`src/rtl/execute_stage_pipe.sv`:
```
// rtl/execute_stage_pipe.sv - RISC-V execute stage with forwarding, branch resolution and iterative MUL
// Single-cycle ops load the output register on accept; MUL iterates in BUSY before loading it.
module execute_stage_pipe #(
  parameter int XLEN     = 32,
  parameter int MUL_EN   = 1,
  parameter int MUL_BITS = 4
) (
  input  logic            clk1,
  input  logic            rst,
  input  logic            flush,
  input  logic            in_valid,
  output logic            in_ready,
  input  logic [31:0]     RD_Instr,
  input  logic [XLEN-1:0] pc,
  input  logic [XLEN-1:0] RD1_Top,
  input  logic [XLEN-1:0] RD2_Top,
  input  logic [XLEN-1:0] Imm_Ext_Top,
  input  logic            mem_fwd_en,
  input  logic [4:0]      mem_fwd_rd,
  input  logic [XLEN-1:0] mem_fwd_data,
  input  logic            wb_fwd_en,
  input  logic [4:0]      wb_fwd_rd,
  input  logic [XLEN-1:0] wb_fwd_data,
  output logic            out_valid,
  input  logic            out_ready,
  output logic [31:0]     next_IR,
  output logic [XLEN-1:0] result,
  output logic [XLEN-1:0] next_RD2_Top,
  output logic            branch_taken,
  output logic [XLEN-1:0] branch_target,
  output logic            illegal
);
  localparam int SHW   = $clog2(XLEN);
  localparam int STEPS = XLEN / MUL_BITS;
  localparam int CW    = $clog2(STEPS + 1);

  localparam logic [6:0] OP_R      = 7'b0110011;
  localparam logic [6:0] OP_I      = 7'b0010011;
  localparam logic [6:0] OP_LOAD   = 7'b0000011;
  localparam logic [6:0] OP_STORE  = 7'b0100011;
  localparam logic [6:0] OP_BRANCH = 7'b1100011;
  localparam logic [6:0] OP_JAL    = 7'b1101111;
  localparam logic [6:0] OP_JALR   = 7'b1100111;
  localparam logic [6:0] OP_LUI    = 7'b0110111;
  localparam logic [6:0] OP_AUIPC  = 7'b0010111;

  typedef enum logic {S_IDLE, S_BUSY} state_t;

  state_t          r_state;
  logic [CW-1:0]   r_count;
  logic [XLEN-1:0] r_acc;
  logic [XLEN-1:0] r_mcand;
  logic [XLEN-1:0] r_mplier;
  logic [XLEN-1:0] r_mul_rs2;
  logic [31:0]     r_mul_ir;
  logic            r_out_valid;
  logic [31:0]     r_ir;
  logic [XLEN-1:0] r_result;
  logic [XLEN-1:0] r_rd2;
  logic            r_taken;
  logic [XLEN-1:0] r_target;
  logic            r_illegal;

  logic [6:0]      w_opcode;
  logic [2:0]      w_f3;
  logic [6:0]      w_f7;
  logic [4:0]      w_rs1_a;
  logic [4:0]      w_rs2_a;
  logic [XLEN-1:0] w_rs1;
  logic [XLEN-1:0] w_rs2;
  logic [XLEN-1:0] w_opb;
  logic [SHW-1:0]  w_shamt;
  logic [XLEN-1:0] w_alu;
  logic [XLEN-1:0] w_sum;
  logic            w_cond;
  logic            w_r_legal;
  logic [XLEN-1:0] w_result;
  logic            w_taken;
  logic [XLEN-1:0] w_target;
  logic            w_illegal;
  logic            w_is_mul;
  logic            w_space;
  logic            w_accept;
  logic [XLEN-1:0] w_pp;
  logic            w_unused;

  assign w_opcode = RD_Instr[6:0];
  assign w_f3     = RD_Instr[14:12];
  assign w_f7     = RD_Instr[31:25];
  assign w_rs1_a  = RD_Instr[19:15];
  assign w_rs2_a  = RD_Instr[24:20];
  assign w_unused = ^RD_Instr[11:7];

  // Memory-stage data is younger than write-back data, so it wins; x0 is hardwired zero.
  always_comb begin
    w_rs1 = RD1_Top;
    if (w_rs1_a != 5'd0) begin
      if (mem_fwd_en && (mem_fwd_rd == w_rs1_a))     w_rs1 = mem_fwd_data;
      else if (wb_fwd_en && (wb_fwd_rd == w_rs1_a))  w_rs1 = wb_fwd_data;
    end
  end

  always_comb begin
    w_rs2 = RD2_Top;
    if (w_rs2_a != 5'd0) begin
      if (mem_fwd_en && (mem_fwd_rd == w_rs2_a))     w_rs2 = mem_fwd_data;
      else if (wb_fwd_en && (wb_fwd_rd == w_rs2_a))  w_rs2 = wb_fwd_data;
    end
  end

  assign w_opb   = (w_opcode == OP_R) ? w_rs2 : Imm_Ext_Top;
  assign w_shamt = w_opb[SHW-1:0];
  assign w_sum   = w_rs1 + Imm_Ext_Top;

  always_comb begin
    w_alu = '0;
    case (w_f3)
      3'b000: w_alu = ((w_opcode == OP_R) && w_f7[5]) ? (w_rs1 - w_opb) : (w_rs1 + w_opb);
      3'b001: w_alu = w_rs1 << w_shamt;
      3'b010: w_alu = {{(XLEN-1){1'b0}}, ($signed(w_rs1) < $signed(w_opb))};
      3'b011: w_alu = {{(XLEN-1){1'b0}}, (w_rs1 < w_opb)};
      3'b100: w_alu = w_rs1 ^ w_opb;
      3'b101: w_alu = w_f7[5] ? $unsigned($signed(w_rs1) >>> w_shamt) : (w_rs1 >> w_shamt);
      3'b110: w_alu = w_rs1 | w_opb;
      3'b111: w_alu = w_rs1 & w_opb;
      default: w_alu = '0;
    endcase
  end

  always_comb begin
    w_cond = 1'b0;
    case (w_f3)
      3'b000: w_cond = (w_rs1 == w_rs2);
      3'b001: w_cond = (w_rs1 != w_rs2);
      3'b100: w_cond = ($signed(w_rs1) < $signed(w_rs2));
      3'b101: w_cond = !($signed(w_rs1) < $signed(w_rs2));
      3'b110: w_cond = (w_rs1 < w_rs2);
      3'b111: w_cond = !(w_rs1 < w_rs2);
      default: w_cond = 1'b0;
    endcase
  end

  // Only base encodings are legal in R-type; funct7=0000001 is reserved for MUL alone.
  assign w_r_legal = (w_f7 == 7'b0000000) ||
                     ((w_f7 == 7'b0100000) && ((w_f3 == 3'b000) || (w_f3 == 3'b101)));

  always_comb begin
    w_result  = '0;
    w_taken   = 1'b0;
    w_target  = '0;
    w_illegal = 1'b0;
    w_is_mul  = 1'b0;
    case (w_opcode)
      OP_R: begin
        if ((w_f7 == 7'b0000001) && (w_f3 == 3'b000)) begin
          if (MUL_EN != 0) w_is_mul  = 1'b1;
          else             w_illegal = 1'b1;
        end else if (w_r_legal) begin
          w_result = w_alu;
        end else begin
          w_illegal = 1'b1;
        end
      end
      OP_I:               w_result = w_alu;
      OP_LOAD, OP_STORE:  w_result = w_sum;
      OP_BRANCH: begin
        w_taken  = w_cond;
        w_target = pc + Imm_Ext_Top;
      end
      OP_JAL: begin
        w_result = pc + XLEN'(4);
        w_taken  = 1'b1;
        w_target = pc + Imm_Ext_Top;
      end
      OP_JALR: begin
        w_result = pc + XLEN'(4);
        w_taken  = 1'b1;
        w_target = {w_sum[XLEN-1:1], 1'b0};
      end
      OP_LUI:   w_result = Imm_Ext_Top;
      OP_AUIPC: w_result = pc + Imm_Ext_Top;
      default:  w_illegal = 1'b1;
    endcase
  end

  assign w_space  = !r_out_valid || out_ready;
  assign in_ready = (r_state == S_IDLE) && !flush && w_space;
  assign w_accept = in_valid && in_ready;
  assign w_pp     = r_mcand * XLEN'(r_mplier[MUL_BITS-1:0]);

  // The last partial product is folded in on the same edge that loads the output register.
  always_ff @(posedge clk1) begin
    if (!rst) begin
      r_state     <= S_IDLE;
      r_count     <= '0;
      r_acc       <= '0;
      r_mcand     <= '0;
      r_mplier    <= '0;
      r_mul_ir    <= '0;
      r_mul_rs2   <= '0;
      r_out_valid <= 1'b0;
      r_ir        <= '0;
      r_result    <= '0;
      r_rd2       <= '0;
      r_taken     <= 1'b0;
      r_target    <= '0;
      r_illegal   <= 1'b0;
    end else if (flush) begin
      r_state     <= S_IDLE;
      r_count     <= '0;
      r_out_valid <= 1'b0;
    end else begin
      if (r_out_valid && out_ready) r_out_valid <= 1'b0;
      if (r_state == S_IDLE) begin
        if (w_accept) begin
          if (w_is_mul) begin
            r_state   <= S_BUSY;
            r_count   <= CW'(STEPS);
            r_acc     <= '0;
            r_mcand   <= w_rs1;
            r_mplier  <= w_rs2;
            r_mul_ir  <= RD_Instr;
            r_mul_rs2 <= w_rs2;
          end else begin
            r_out_valid <= 1'b1;
            r_ir        <= RD_Instr;
            r_result    <= w_result;
            r_rd2       <= w_rs2;
            r_taken     <= w_taken;
            r_target    <= w_target;
            r_illegal   <= w_illegal;
          end
        end
      end else begin
        if (r_count != CW'(1)) begin
          r_acc    <= r_acc + w_pp;
          r_mcand  <= r_mcand << MUL_BITS;
          r_mplier <= r_mplier >> MUL_BITS;
          r_count  <= r_count - CW'(1);
        end else if (w_space) begin
          r_state     <= S_IDLE;
          r_out_valid <= 1'b1;
          r_ir        <= r_mul_ir;
          r_result    <= r_acc + w_pp;
          r_rd2       <= r_mul_rs2;
          r_taken     <= 1'b0;
          r_target    <= '0;
          r_illegal   <= 1'b0;
        end
      end
    end
  end

  assign out_valid     = r_out_valid;
  assign next_IR       = r_ir;
  assign result        = r_result;
  assign next_RD2_Top  = r_rd2;
  assign branch_taken  = r_taken;
  assign branch_target = r_target;
  assign illegal       = r_illegal;

endmodule

```
`config.mk`:
```
export PLATFORM = sky130hd
export DESIGN_NAME = execute_stage_pipe
export DESIGN_NICKNAME = d
export VERILOG_FILES = /design/src/rtl/execute_stage_pipe.sv
export SDC_FILE = /design/constraint.sdc
export NUM_CORES = 2
export LEC_CHECK = 0
export CORE_MARGIN = 2
export CORE_UTILIZATION = 45
export CTS_CLUSTER_SIZE = 28
export DETAILED_ROUTE_END_ITERATION = 8
export PLACE_DENSITY = 0.67
export SLEW_MARGIN = 30
export SYNTH_ARGS = -nofsm -noshare
export SYNTH_HDL_FRONTEND = slang
export SYNTH_SLANG_ARGS = --single-unit
```
`constraint.sdc`:
```
create_clock -name clk1 -period 10.12 [get_ports clk1]
set_input_delay 2.024 -clock clk1 [delete_from_list [all_inputs] [get_ports clk1]]
set_output_delay 2.024 -clock clk1 [all_outputs]
set_load 0.05 [all_outputs]
```
==> reports/metrics.csv <==
stage,metric,value,unit
timing,fin_ws,1.59,ns
setup_path,crit_required,10.59,ns
timing,clock_skew,0.0553,ns
yosys,async_flop_share,0,%
global_routing,grt.total_usage,49.1,%
flow_run,cap_violations,0,
drt,wl,181,mm
yosys,synth-seq-cells,296,
timing,rsz0062_at_grt,false,
setup_path,arrival,9.01,ns
finish,nets,5091,
timing,slew_headroom,20.3,%
yosys,synth.cell_area,31000,sq um
timing,hold_viol_final,0,
yosys,ys_seq_area_share,19.1,%
drt,firstDrtPassIters,9,
finish,areaGrowthSynthToFinish,19.5,%
finish,drive_gt1_share,6.87,%
yosys,synth_flop_cell,dfxtp_1,
clocking,clkSinkCount,296,
pwr,leakage,15.2,nW
clocking,clk_latency,0.60,ns
yosys,synth_top_area_share,19.1,%
yosys,yosys-top-cells-count,"nand2_1 (493), nor2_1 (477), a21oi_1 (446)",
global_routing,grt_overflow,0,
global_routing,antenna_found_initial,13,
yosys,synthesis.nets,4826,
worst_hold_path,hp-class,reg2reg,
timing,min_period,8.53,ns
floorplanning,core,68500,sq um
yosys,synthTopCellsByArea,"dfxtp_1 (19%), ha_1 (9.2%), a21oi_1 (7.2%)",
global_routing,grt_pass1_wl,250,mm
drt,num_vias,36900,
floorplanning,start_util,45.3,%
drt,drtAntennaViolNets,0,
place,hpwl,142,mm
clocking,clk_path_buf_depth,3,
place,gp_congestion,1.13,
place,portBuffers,372,
clocking,cts_tree,built,
floorplanning,row_count,96,
floorplanning,die_w,267,um
setup_path,crit_chain,"clkdlybuf4s50_1, xnor2_1, nand4_1, or2_1, buf_4, a41oi_1, o22a_1, inv_1, ha_1, nor3b_1, nand2b_1, a31oi_1, o211ai_1, a21oi_1, a2111oi_0, buf_4, o21ai_0, a211oi_1, o311ai_0, xnor2_1, nand2_1, a31o_2",
pwr,power_density,111,nW/um^2
yosys,yosys_warnings,0,
yosys,yosys.area.top_type,dfxtp_1,
clocking,cts_resized,0,
timing,report.final.slew_viol_count,0,
clocking,cts_setup_buffers,0,
setup_path,critPathSlowestCell,a211oi_1,
floorplanning,dieArea,71100,sq um
pwr,ir_worst_vdd,0.132,mV
outcome,status,completed,
place,pre_cts_ws,1.35,ns
setup_path,path_class,in2reg,
yosys,ys_types,94,
global_routing,grt_max_degree,164,
drt,drt_iter0_markers,5529,
setup_path,path_max_fanout,32,
setup_path,start_kind,input pin,
timing,finalSetupViolCount,0,
drt,via_per_inst,6.78,
floorplanning,die_h,267,um
timing,fin_setup_tns,0,ns
global_routing,grt_pass1_vias,33500,
yosys,syn_inst,4266,
clocking,h-tree-depth,2,
drt,drc,0,
timing,finalCritPeriodShare,84.3,%
yosys,synth.avg_cell_area,7.27,sq um
floorplanning,ios,373,
yosys,synth_edf_count,0,
timing,fmax,0.117,GHz
setup_path,end_kind,register,
setup_path,critPathMaxStageDelay,0.67,ns
clocking,cts_hold_buf,0,
clocking,clock-root-buffer,clkbuf_16,
drt,routedWlPerCell,33.3,um
clocking,path_clk_slew,0.06,ns
yosys,synth.most_common_cell,nand2_1,
clocking,cts_made_buffers,36,
timing,tightest_slew,1.18,ns
## final timing paths
path,depth (start not counted),end,slack (ns),from
setup / recovery,22,result[30]$_SDFFE_PN0P_,1.59,mem_fwd_rd[4]
setup reg to reg,18,result[30]$_SDFFE_PN0P_,3.67,r_mplier[2]$_SDFFE_PN0P_
hold reg to reg,2,r_mul_ir[21]$_SDFFE_PN0P_,0.45,r_mul_ir[21]$_SDFFE_PN0P_
hold / removal,2,r_mul_ir[21]$_SDFFE_PN0P_,0.45,r_mul_ir[21]$_SDFFE_PN0P_
## per-stage QoR
stage | power (mW) | hold slack, ns | instance area, sq um | util (%) | cells
after CTS | 4.06 | 0.456 | 37100 | 54.1 | 5438
after detailed placement | 2.72 | 0.446 | 35900 | 52.4 | 5375
after global routing | 4.22 | 0.473 | 37100 | 54.2 | 5438
after floorplan | 2.06 | 0.432 | 31000 | - | 4266
after global placement | 2.73 | 0.441 | 35900 | 52.4 | 5374
final | 4.13 | 0.455 | 37100 | 54.2 | 5441
## per-layer routing
| metal | vias to the layer above | track usage, % | share of wire (%) |
|---|---|---|---|
| met5 | - | 0 | 0.051 |
| met1 | 17700 | 64.7 | 39 |
| met4 | 14 | 37.1 | 9.1 |
| li1 | 15900 | - | - |
| met3 | 571 | 13.2 | 13 |
| met2 | 2709 | 67.7 | 39 |
## kinds of logic after synthesis
group                    after synthesis  synth area share, %
adder cells (fa/ha/maj)              319                 15.0
XOR/XNOR                             169                 4.77
buffers and inverters                479                 6.08
multiplexers                         186                 6.15
AO/OA/AOI/OAI                       1451                 29.6
flip-flops                           296                 19.1
AND/OR/NAND/NOR                     1366                 19.2
## final cells by class
type,count,area (sq um)
diodes,3,7.51
clock buffers,49,1020
clock inverters,14,158
fillers,6589,31400
inverters,196,746
multi-input cells,3491,23300
flip-flops and latches,296,5930
well taps,882,1100
repair buffers,510,4780
## layout by cell type, fill, tap and decap left out, types with 52 or more instances in the layout
cell               n
a211oi_1          76
a21o_1            67
a21oi_1          444
and2_1            52
buf_4            135
clkdlybuf4s50_1  370
dfxtp_1          294
fa_1              90
ha_1             229
inv_1            172
mux2i_1          160
nand2_1          492
nand3_1           80
nor2_1           472
nor3_1            76
o21ai_0          326
o22ai_1           81
xnor2_1          121
## where the power goes
group | internal (mW) | leakage [nW] | switching, mW | total (mW)
Sequential | 1.18 | 2.40 | 0.0145 | 1.20
Combinational | 0.516 | 12.2 | 1.07 | 1.59
Clock | 0.762 | 0.569 | 0.582 | 1.34
## critical path, delay by kind of cell
family / cells / cell delay (ns)
AO/OA/AOI/OAI: 10 / 3.45
XOR/XNOR: 2 / 0.48
adder cells (fa/ha/maj): 1 / 0.62
buffers and inverters: 4 / 1.34
AND/OR/NAND/NOR: 5 / 1.04
## flip-flops by register name, summed over array words and instances, names as in the netlist, 4 cells and up
name           flops
next_IR           32
r_mplier          32
r_acc             32
result            32
branch_target     32
next_RD2_Top      32
r_mul_ir          32
r_mul_rs2         32
r_count            4
r_mcand           32
(Power assumes the default switching activity.)
